[src/rtl/dbi_tx_pkg.sv]
// Shared types and constants for the DBI TX scheduler.
// Optional feature macro: DBI_TX_SCHED_AUTO_RAMWR_EN.
package dbi_tx_pkg;

    localparam int DEF_D_W = 8;
    localparam int DEF_FRAME_CNT_W = 20;
    localparam logic [7:0] DEF_RAMWR_CMD = 8'h2C;

    localparam logic DCX_CMD  = 1'b0;
    localparam logic DCX_DATA = 1'b1;

    typedef enum logic [1:0] {
        IDLE  = 2'd0,
        CMD   = 2'd1,
        RAMWR = 2'd2,
        PIXEL = 2'd3
    } state_t;

endpackage

[src/rtl/dbi_tx_out_reg.sv]
// One-entry registered pipe stage carrying {dcx, data} to the DBI PHY.
// Full throughput: a new byte may load in the same cycle the old one drains.
module dbi_tx_out_reg #(
    parameter int W = 8
) (
    input  logic         clk,
    input  logic         rst_n,
    input  logic [W-1:0] in_data,
    input  logic         in_dcx,
    input  logic         in_vld,
    output logic         in_rdy,
    output logic [W-1:0] out_data,
    output logic         out_dcx,
    output logic         out_vld,
    input  logic         out_rdy
);

    assign in_rdy = ~out_vld | out_rdy;

    always_ff @(posedge clk or negedge rst_n) begin
        if (!rst_n) begin
            out_data <= '0;
            out_dcx  <= 1'b0;
            out_vld  <= 1'b0;
        end else if (in_vld && in_rdy) begin
            out_data <= in_data;
            out_dcx  <= in_dcx;
            out_vld  <= 1'b1;
        end else if (out_rdy) begin
            out_vld  <= 1'b0;
        end
    end

endmodule

[src/rtl/dbi_tx_scheduler.sv]
// Arbitrates command and pixel byte streams onto the single DBI data lane.
// DBI_TX_SCHED_AUTO_RAMWR_EN prefixes every frame with the RAMWR opcode.
module dbi_tx_scheduler
    import dbi_tx_pkg::*;
#(
    parameter int DBI_IF_D_W  = DEF_D_W,
    parameter int FRAME_CNT_W = DEF_FRAME_CNT_W
`ifdef DBI_TX_SCHED_AUTO_RAMWR_EN
    ,
    parameter logic [DBI_IF_D_W-1:0] RAMWR_CMD = DEF_RAMWR_CMD
`endif
) (
    input  logic                   clk,
    input  logic                   rst_n,
    input  logic [DBI_IF_D_W-1:0]  cmd_data_i,
    input  logic                   cmd_last_i,
    input  logic                   cmd_vld_i,
    output logic                   cmd_rdy_o,
    input  logic [DBI_IF_D_W-1:0]  pix_data_i,
    input  logic                   pix_vld_i,
    output logic                   pix_rdy_o,
    input  logic [FRAME_CNT_W-1:0] frame_bytes_i,
    output logic [DBI_IF_D_W-1:0]  dtp_d_data_o,
    output logic                   dtp_d_dcx_o,
    output logic                   dtp_d_vld_o,
    input  logic                   dtp_d_rdy_i,
    output logic                   busy_o,
    output logic                   frame_done_o
);

    state_t                 state, state_n;
    logic [FRAME_CNT_W-1:0] cnt, cnt_n;
    logic                   first, first_n;
    logic                   done_n;
    logic                   slot_free;
    logic                   ld_vld;
    logic [DBI_IF_D_W-1:0]  ld_data;
    logic                   ld_dcx;

    always_ff @(posedge clk or negedge rst_n) begin
        if (!rst_n) begin
            state        <= IDLE;
            cnt          <= '0;
            first        <= 1'b0;
            frame_done_o <= 1'b0;
        end else begin
            state        <= state_n;
            cnt          <= cnt_n;
            first        <= first_n;
            frame_done_o <= done_n;
        end
    end

    always_comb begin
        state_n   = state;
        cnt_n     = cnt;
        first_n   = first;
        done_n    = 1'b0;
        cmd_rdy_o = 1'b0;
        pix_rdy_o = 1'b0;
        ld_vld    = 1'b0;
        ld_data   = '0;
        ld_dcx    = DCX_CMD;
        unique case (state)
            IDLE: begin
                // Commands win; a zero-length frame keeps pixels blocked.
                unique case (1'b1)
                    cmd_vld_i: begin
                        state_n = CMD;
                        first_n = 1'b1;
                    end
                    (pix_vld_i && !cmd_vld_i && (|frame_bytes_i)): begin
                        cnt_n = frame_bytes_i;
`ifdef DBI_TX_SCHED_AUTO_RAMWR_EN
                        state_n = RAMWR;
`else
                        state_n = PIXEL;
`endif
                    end
                    default: ;
                endcase
            end
            CMD: begin
                cmd_rdy_o = slot_free;
                if (cmd_vld_i && slot_free) begin
                    ld_vld  = 1'b1;
                    ld_data = cmd_data_i;
                    ld_dcx  = first ? DCX_CMD : DCX_DATA;
                    first_n = 1'b0;
                    if (cmd_last_i) state_n = IDLE;
                end
            end
`ifdef DBI_TX_SCHED_AUTO_RAMWR_EN
            RAMWR: begin
                if (slot_free) begin
                    ld_vld  = 1'b1;
                    ld_data = RAMWR_CMD;
                    ld_dcx  = DCX_CMD;
                    state_n = PIXEL;
                end
            end
`endif
            PIXEL: begin
                pix_rdy_o = slot_free;
                if (pix_vld_i && slot_free) begin
                    ld_vld  = 1'b1;
                    ld_data = pix_data_i;
                    ld_dcx  = DCX_DATA;
                    cnt_n   = cnt - 1'b1;
                    if (cnt == FRAME_CNT_W'(1)) begin
                        state_n = IDLE;
                        done_n  = 1'b1;
                    end
                end
            end
            default: state_n = IDLE;
        endcase
    end

    dbi_tx_out_reg #(
        .W (DBI_IF_D_W)
    ) u_out_reg (
        .clk      (clk),
        .rst_n    (rst_n),
        .in_data  (ld_data),
        .in_dcx   (ld_dcx),
        .in_vld   (ld_vld),
        .in_rdy   (slot_free),
        .out_data (dtp_d_data_o),
        .out_dcx  (dtp_d_dcx_o),
        .out_vld  (dtp_d_vld_o),
        .out_rdy  (dtp_d_rdy_i)
    );

    assign busy_o = (state != IDLE) | dtp_d_vld_o;

endmodule

[config.mk]
export PLATFORM = sky130hd
export DESIGN_NAME = dbi_tx_scheduler
export DESIGN_NICKNAME = d
export VERILOG_FILES = /design/src/rtl/dbi_tx_pkg.sv /design/src/rtl/dbi_tx_out_reg.sv /design/src/rtl/dbi_tx_scheduler.sv
export SDC_FILE = /design/constraint.sdc
export NUM_CORES = 1
export LEC_CHECK = 0
export CAP_MARGIN = 30
export CELL_PAD_IN_SITES_DETAIL_PLACEMENT = 0
export CELL_PAD_IN_SITES_GLOBAL_PLACEMENT = 1
export CORE_ASPECT_RATIO = 1.4
export CORE_MARGIN = 4
export CORE_UTILIZATION = 30
export CTS_BUF_LIST = sky130_fd_sc_hd__clkbuf_8
export DETAILED_ROUTE_END_ITERATION = 10
export MAX_ROUTING_LAYER = met4
export PLACE_DENSITY_LB_ADDON = 0.1
export SYNTH_ARGS = -nofsm -noshare
export SYNTH_HDL_FRONTEND = slang
export SYNTH_SLANG_ARGS = --single-unit
export TNS_END_PERCENT = 30
[constraint.sdc]
create_clock -name clk -period 2 [get_ports clk]
set_clock_uncertainty 0.2 [all_clocks]
set_input_delay 0.6 -clock clk [delete_from_list [all_inputs] [get_ports clk]]
set_output_delay 0.6 -clock clk [all_outputs]
set_load 0.02 [all_outputs]
==> impl_metrics.json, run 1 <==
{
  "synthArstFlopShare_pct": 100,
  "violations": "negative setup slack",
  "finalHoldViolations": 0,
  "drc": 0,
  "synth_area_leader_cell": "sky130_fd_sc_hd__dfrtp_1",
  "worstHoldEndpoint": "u_out_reg.out_data[2]$_DFFE_PN0P_",
  "share_of_synthesized_area_occupied_by_flip_flops_and_latches_pct": 43.6,
  "ys_warn_count": 0,
  "wl_mm": 6.24,
  "timing.final.setup_violations": 7,
  "highest_layer": "met4",
  "crit_reg_reg_startpoint": "cnt[13]$_DFFE_PN0P_",
  "met3_length_microns": 241,
  "synth.area.top_cells": "sky130_fd_sc_hd__dfrtp_1 44%, sky130_fd_sc_hd__nand2_1 5.8%, sky130_fd_sc_hd__a21oi_1 4.6%, sky130_fd_sc_hd__a22oi_1 4.2%, sky130_fd_sc_hd__nor2_1 4.2%",
  "dominant_combinational_cell_family_by_area_after_synthesis": "compound AO/OA/AOI/OAI gates",
  "grt_antenna_before_repair": 0,
  "layout.filler_cells": 619,
  "static_power_due_to_leakage_nw": 1.43,
  "timing.final.ws_setup_ps": -112,
  "total_global_routing_track_utilization_pct": 16.9,
  "chipWidth_microns": 76.1,
  "route.vias.total": 2178,
  "grt-ovfl-total": 0,
  "gp_congestion": 0.815,
  "diode_count": 0,
  "utilization_pct": 53.1,
  "route.layer.met1.wl_mm": 2.64,
  "cts_buffers": 5,
  "num_rows": 34,
  "crit_type": "flip-flop to flip-flop",
  "detail_route.vias_per_cell": 5.21,
  "period_minus_slack_ps": 2110,
  "run_status": "finished with violations",
  "synthesis.nets": 268,
  "r2r-end": "cnt[18]$_DFFE_PN0P_",
  "synth_cells": 224,
  "ant_nets": 0,
  "synth_area_per_cell_sq_um": 8.70,
  "achievable-frequency_ghz": 0.473,
  "post_synth_mux_area_share_pct": 0,
  "unrepaired_setup_endpoints_after_global_routing": "true",
  "cp.arrival_ps": 2080,
  "powerDensity_mw_per_mm2": 1280,
  "start_kind": "flip-flop",
  "floorplan.initialDensity_pct": 31.2,
  "grt_first_pass_wirelength_mm": 10.4,
  "clk_latency_ps": 290,
  "synth_enable_flop_cells": 0,
  "synth_commonest_cells": "34 x sky130_fd_sc_hd__dfrtp_1, 30 x sky130_fd_sc_hd__nand2_1, 22 x sky130_fd_sc_hd__nor2_1",
  "htreeDepth": 2,
  "ioPinCount": 56,
  "ctsLongestPathBuffers": 2,
  "ys_ff_latch": 34,
  "whs_path_depth": 2,
  "setup_slack_on_the_worst_flop_to_flop_path_ps": -110,
  "synth_compound_gate_area_share_pct": 28.4,
  "worst_ep_required_time_ps": 1970,
  "tritoncts": "built",
  "port_buffers": 55,
  "timing.max_slew.rel_slack_pct": 78.2,
  "synth_top_area_share_pct": 43.6,
  "synth.most_common_cell": "sky130_fd_sc_hd__dfrtp_1",
  "cts.root.buffer_cell": "sky130_fd_sc_hd__clkbuf_8",
  "hold_sp": "u_out_reg.out_data[2]$_DFFE_PN0P_",
  "wl_per_cell_microns": 14.9,
  "dieHeight_microns": 103,
  "drt-pass1-iter-count": 4,
  "cap_viol_max_count": 0,
  "critical_path_endpoint_category": "flip-flop",
  "met2_length_mm": 3.25,
  "clk_transition_reported_paths_ps": 80,
  "synth_area_sq_mm": 0.00195,
  "synth_top_flop_cell": "sky130_fd_sc_hd__dfrtp_1",
  "rr_worst_depth": 5,
  "slew_violations": 0,
  "vdd.ir_drop.worst_mv": 0.721,
  "dpl.hpwl_mm": 4.55,
  "timing.hold.ws_ps": 272,
  "worstMarginPinSlew_ps": 326,
  "first_global_vias": 2223,
  "hp-class": "flip-flop to flip-flop",
  "layout-drive-gt1-share_pct": 38.7,
  "area_growth_pct": 70.3,
  "nets": 389,
  "tritoncts_num_sinks": 34,
  "yosys.cell_types.count": 43,
  "crit_fanout": 6,
  "synth_area_in_xor_xnor_pct": 0,
  "placeable_core_area_sq_mm": 0.00625,
  "timing.final.crit_share_pct": 106,
  "p_total_mw": 4.24,
  "grt_max_degree": 35,
  "initial_drt_markers": 110,
  "synthAdderAreaFrac_pct": 1.28,
  "fp.dieArea_sq_mm": 0.00787,
  "synthSimpleGateAreaFrac_pct": 23.4,
  "postCtsHoldBufs": 0
}
## critical path: stages (launching register included)
cell and delay [ps]:
sky130_fd_sc_hd__dfrtp_1 390, sky130_fd_sc_hd__or4_4 540, sky130_fd_sc_hd__or3_4 400, sky130_fd_sc_hd__o31a_1 260, sky130_fd_sc_hd__o21ai_1 120, sky130_fd_sc_hd__o21ai_1 80
## area by class of cell
class / count / area (sq um) / area share, %
clock inverter: 2 / 8.76 / 0.264
inverter: 2 / 7.51 / 0.226
timing repair buffer: 126 / 1050 / 31.6
tap: 72 / 90.1 / 2.71
clock buffer: 6 / 82.6 / 2.49
multi-input combinational: 176 / 1230 / 37.1
sequential: 34 / 851 / 25.6
## metal layers
metal	GRT usage, %	vias up
met4	5.52	0
met5	-	-
met2	30.1	54
met1	19.4	1028
met3	3.12	11
li1	-	1085
## sequential cells by signal, summed over array words and instances, names as in the netlist
signal              flops
frame_done_o            1
u_out_reg.out_dcx       1
first                   1
u_out_reg.out_data      8
cnt                    20
u_out_reg.out_vld       1
state                   2
## stage by stage
step / area, sq um / cells / worst slack [ps] / setup TNS, ps
2_1_floorplan: 2000 / 224 / -137 / -1390
4_1_cts: 3250 / 414 / -113 / -485
5_1_grt: 3320 / 418 / -200 / -1610
6_report: 3320 / 418 / -112 / -469
3_3_place_gp: 3060 / 401 / -945 / -22500
3_5_place_dp: 3060 / 401 / -932 / -22090
## worst max path at each step
stage	startpoint	end	slack, ps	cells past startpoint
global route	cnt[13]$_DFFE_PN0P_	state[1]$_DFFE_PN0P_	-200	5
floorplan	cnt[13]$_DFFE_PN0P_	cnt[18]$_DFFE_PN0P_	-140	6
CTS	u_out_reg.out_vld$_DFFE_PN0P_	busy_o	-110	3
finish	cnt[13]$_DFFE_PN0P_	cnt[18]$_DFFE_PN0P_	-110	5
global placement	frame_bytes_i[11]	cnt[7]$_DFFE_PN0P_	-950	7
detailed placement	frame_bytes_i[11]	cnt[7]$_DFFE_PN0P_	-930	7
## power breakdown
| part | total (mW) | internal [mW] | leakage, nW | switching [mW] |
|---|---|---|---|---|
| logic | 2.41 | 1.22 | 0.973 | 1.19 |
| clock network | 0.541 | 0.273 | 0.0524 | 0.268 |
| registers | 1.29 | 1.01 | 0.405 | 0.272 |
| total | 4.24 | 2.51 | 1.43 | 1.73 |
## cells in the final DEF, fill, tap and decap left out, drive strengths merged, types with 9 or more instances in the layout
cell	Yosys	layout
nor4	11	11
clkdlybuf4s50	0	19
clkbuf	8	9
nand2	30	30
a22oi	11	11
a21oi	19	19
dfrtp	34	34
buf	4	84
nor2	22	22
dlygate4sd2	0	15
o21ai	17	17
## cell families after synthesis
logic type,after synthesis
AO/OA/AOI/OAI,82
adder cells (fa/ha/maj),2
buffers and inverters,14
flip-flops,34
AND/OR/NAND/NOR,92
## repair_timing
action / 4_1_cts / 5_1_grt
gates resized for setup: 110 / 28
buffers inserted: 3 / 4
pin swaps: 15 / 8
gates cloned: 2 / 0
endpoints found under the setup margin: 37 / 26
No activity file was read; power rests on OpenSTA's default activity.
==> run 2: changes to the inputs <==
Settings changed: CORE_ASPECT_RATIO 1.4 to default.
==> run 2 against run 1 <==
The flow still finishes with violations (negative setup slack). Clock-buffer cell count unchanged. Sequential share of layout area shrank 1.4 points. Hold slack got worse by 3.1 ps. Setup slack improved by 12 ps. First-iteration DRC count rose by 14%. Critical path depth unchanged. Routed wire length increased by 3.9%. Sequential power hardly changed. Largest cell class unchanged. Critical endpoint is now state[1]$_DFFE_PN0P_. Maximum frequency grew 0.58%. Utilization grew 2.7 points. Total power up 6.8%.
==> impl_metrics.json, run 2 (synthesis results as in run 1) <==
{
  "timing.max_slew.rel_slack_pct": 78.6,
  "detail_route.vias_per_cell": 5.08,
  "clk_latency_ps": 280,
  "cts_buffers": 5,
  "first_global_vias": 2137,
  "timing.final.setup_violations": 17,
  "largest_reg_flops": 20,
  "port_buffers": 55,
  "whs_path_depth": 2,
  "timing.final.ws_setup_ps": -100,
  "diode_count": 0,
  "wl_per_cell_microns": 14.9,
  "critical_path_endpoint_category": "flip-flop",
  "area_growth_pct": 80.6,
  "postCtsHoldBufs": 0,
  "vdd.ir_drop.worst_mv": 0.846,
  "worstMarginPinSlew_ps": 320,
  "layout-drive-gt1-share_pct": 40.9,
  "cp.arrival_ps": 2070,
  "final_cell_mix": "73 x sky130_fd_sc_hd__buf_4, 33 x sky130_fd_sc_hd__dfrtp_1, 29 x sky130_fd_sc_hd__nand2_1",
  "setup_slack_on_the_worst_flop_to_flop_path_ps": -100,
  "timing.hold.ws_ps": 269,
  "tritoncts": "built",
  "period_minus_slack_ps": 2100,
  "initial_drt_markers": 125,
  "post-place-cells": 409,
  "drt-pass1-iter-count": 4,
  "cts.root.buffer_cell": "sky130_fd_sc_hd__clkbuf_8",
  "gp_congestion": 0.794,
  "grt-ovfl-total": 0,
  "floorplan.initialDensity_pct": 30.9,
  "powerDensity_mw_per_mm2": 1280,
  "p_total_mw": 4.52,
  "num_rows": 29,
  "start_kind": "flip-flop",
  "ioPinCount": 56,
  "timing.final.crit_share_pct": 105,
  "finalNonFillerCells": 436,
  "nets": 402,
  "violations": "negative setup slack",
  "worst_ep_required_time_ps": 1970,
  "unrepaired_setup_endpoints_after_global_routing": "true",
  "achievable-frequency_ghz": 0.476,
  "static_power_due_to_leakage_nw": 1.52,
  "slew_violations": 0,
  "fp.dieArea_sq_mm": 0.00785,
  "registers.top_by_ff_count": "cnt",
  "run_status": "finished with violations",
  "htreeDepth": 2,
  "clk_transition_reported_paths_ps": 70,
  "tritoncts_num_sinks": 34,
  "ant_nets": 0,
  "final.setup.tns_ps": -907,
  "grt_antenna_before_repair": 0,
  "chipWidth_microns": 88.6,
  "dieHeight_microns": 88.6,
  "crit_type": "flip-flop to flip-flop",
  "ctsLongestPathBuffers": 2,
  "rr_worst_depth": 5,
  "biggest_regs": "cnt: 20 flops, u_out_reg.out_data: 8 flops, state: 2 flops",
  "crit_fanout": 6,
  "route.vias.total": 2217,
  "wl_mm": 6.48,
  "grt_first_pass_wirelength_mm": 10.7,
  "cap_viol_max_count": 0,
  "commonest_non_fill_non_tap_cell_in_the_layout": "sky130_fd_sc_hd__buf_4",
  "hp-class": "flip-flop to flip-flop",
  "drc": 0,
  "grt_max_degree": 35,
  "placeable_core_area_sq_mm": 0.00631,
  "finalHoldViolations": 0,
  "total_global_routing_track_utilization_pct": 17.9,
  "dpl.hpwl_mm": 4.50
}
-- run 2: changes by cell type in the layout (fill, tap and decap cells not counted), moves of 3 or more --
| cell | change |
|---|---|
| sky130_fd_sc_hd__buf_4 | +9 |
| sky130_fd_sc_hd__buf_6 | +5 |
| sky130_fd_sc_hd__buf_2 | -4 |
| sky130_fd_sc_hd__nor4_2 | -4 |
| sky130_fd_sc_hd__o21ai_1 | -3 |
-- run 2: metal layers --
layer | track usage, % | wire length (microns) | vias up
li1 | - | - | 1115
met1 | 25.7 | 3050 | 1060
met2 | 26.9 | 3120 | 37
met3 | 2.79 | 270 | 5
met4 | 3.30 | 36 | 0
met5 | - | 0 | -
-- run 2: what timing repair did --
action,4_1_cts,5_1_grt
endpoints found under the setup margin,46,27
buffers inserted,14,3
cloned,2,0
pin swaps,18,15
gates resized for setup,126,30
-- run 2: where the power goes --
group          switching [mW]  internal, mW  total, mW  leakage, nW
registers               0.285          1.02       1.30        0.403
logic                    1.27          1.42       2.69         1.07
clock network           0.257         0.273      0.530       0.0524
-- run 2: worst paths after layout --
| check | from | endpoint |
|---|---|---|
| setup / recovery | cnt[13]$_DFFE_PN0P_ | state[1]$_DFFE_PN0P_ |
| hold / removal | u_out_reg.out_data[3]$_DFFE_PN0P_ | u_out_reg.out_data[3]$_DFFE_PN0P_ |
| setup reg to reg | cnt[13]$_DFFE_PN0P_ | state[1]$_DFFE_PN0P_ |
| hold reg to reg | u_out_reg.out_data[3]$_DFFE_PN0P_ | u_out_reg.out_data[3]$_DFFE_PN0P_ |
| max in group asynchronous | rst_n | state[1]$_DFFE_PN0P_ |
| min in group asynchronous | rst_n | cnt[6]$_DFFE_PN0P_ |
-- run 2: per-stage QoR --
step | worst slack, ps | util, % | instance area [sq um]
floorplan | -137 | - | 2000
global placement | -793 | 48.8 | 3080
detailed placement | -798 | 48.8 | 3080
CTS | -89.2 | 54.0 | 3410
global route | -180 | 55.8 | 3520
finish | -100 | 55.8 | 3520
-- run 2: layout make-up --
cell class                      instances  area (sq um)
Clock buffer                            6          82.6
Sequential cell                        34           852
Fill cell                             604          2790
Tap cell                               77          96.3
Multi-Input combinational cell        176          1260
Clock inverter                          2          8.76
Timing Repair Buffer                  139          1210
Inverter                                2          7.51
-- run 2: worst max-delay path, stage by stage, from the launching register on --
cell and delay, ps:
sky130_fd_sc_hd__dfrtp_1 380, sky130_fd_sc_hd__or4_4 550, sky130_fd_sc_hd__or3_4 400, sky130_fd_sc_hd__nor4_4 210
sky130_fd_sc_hd__a21oi_2 90, sky130_fd_sc_hd__o21bai_1 160
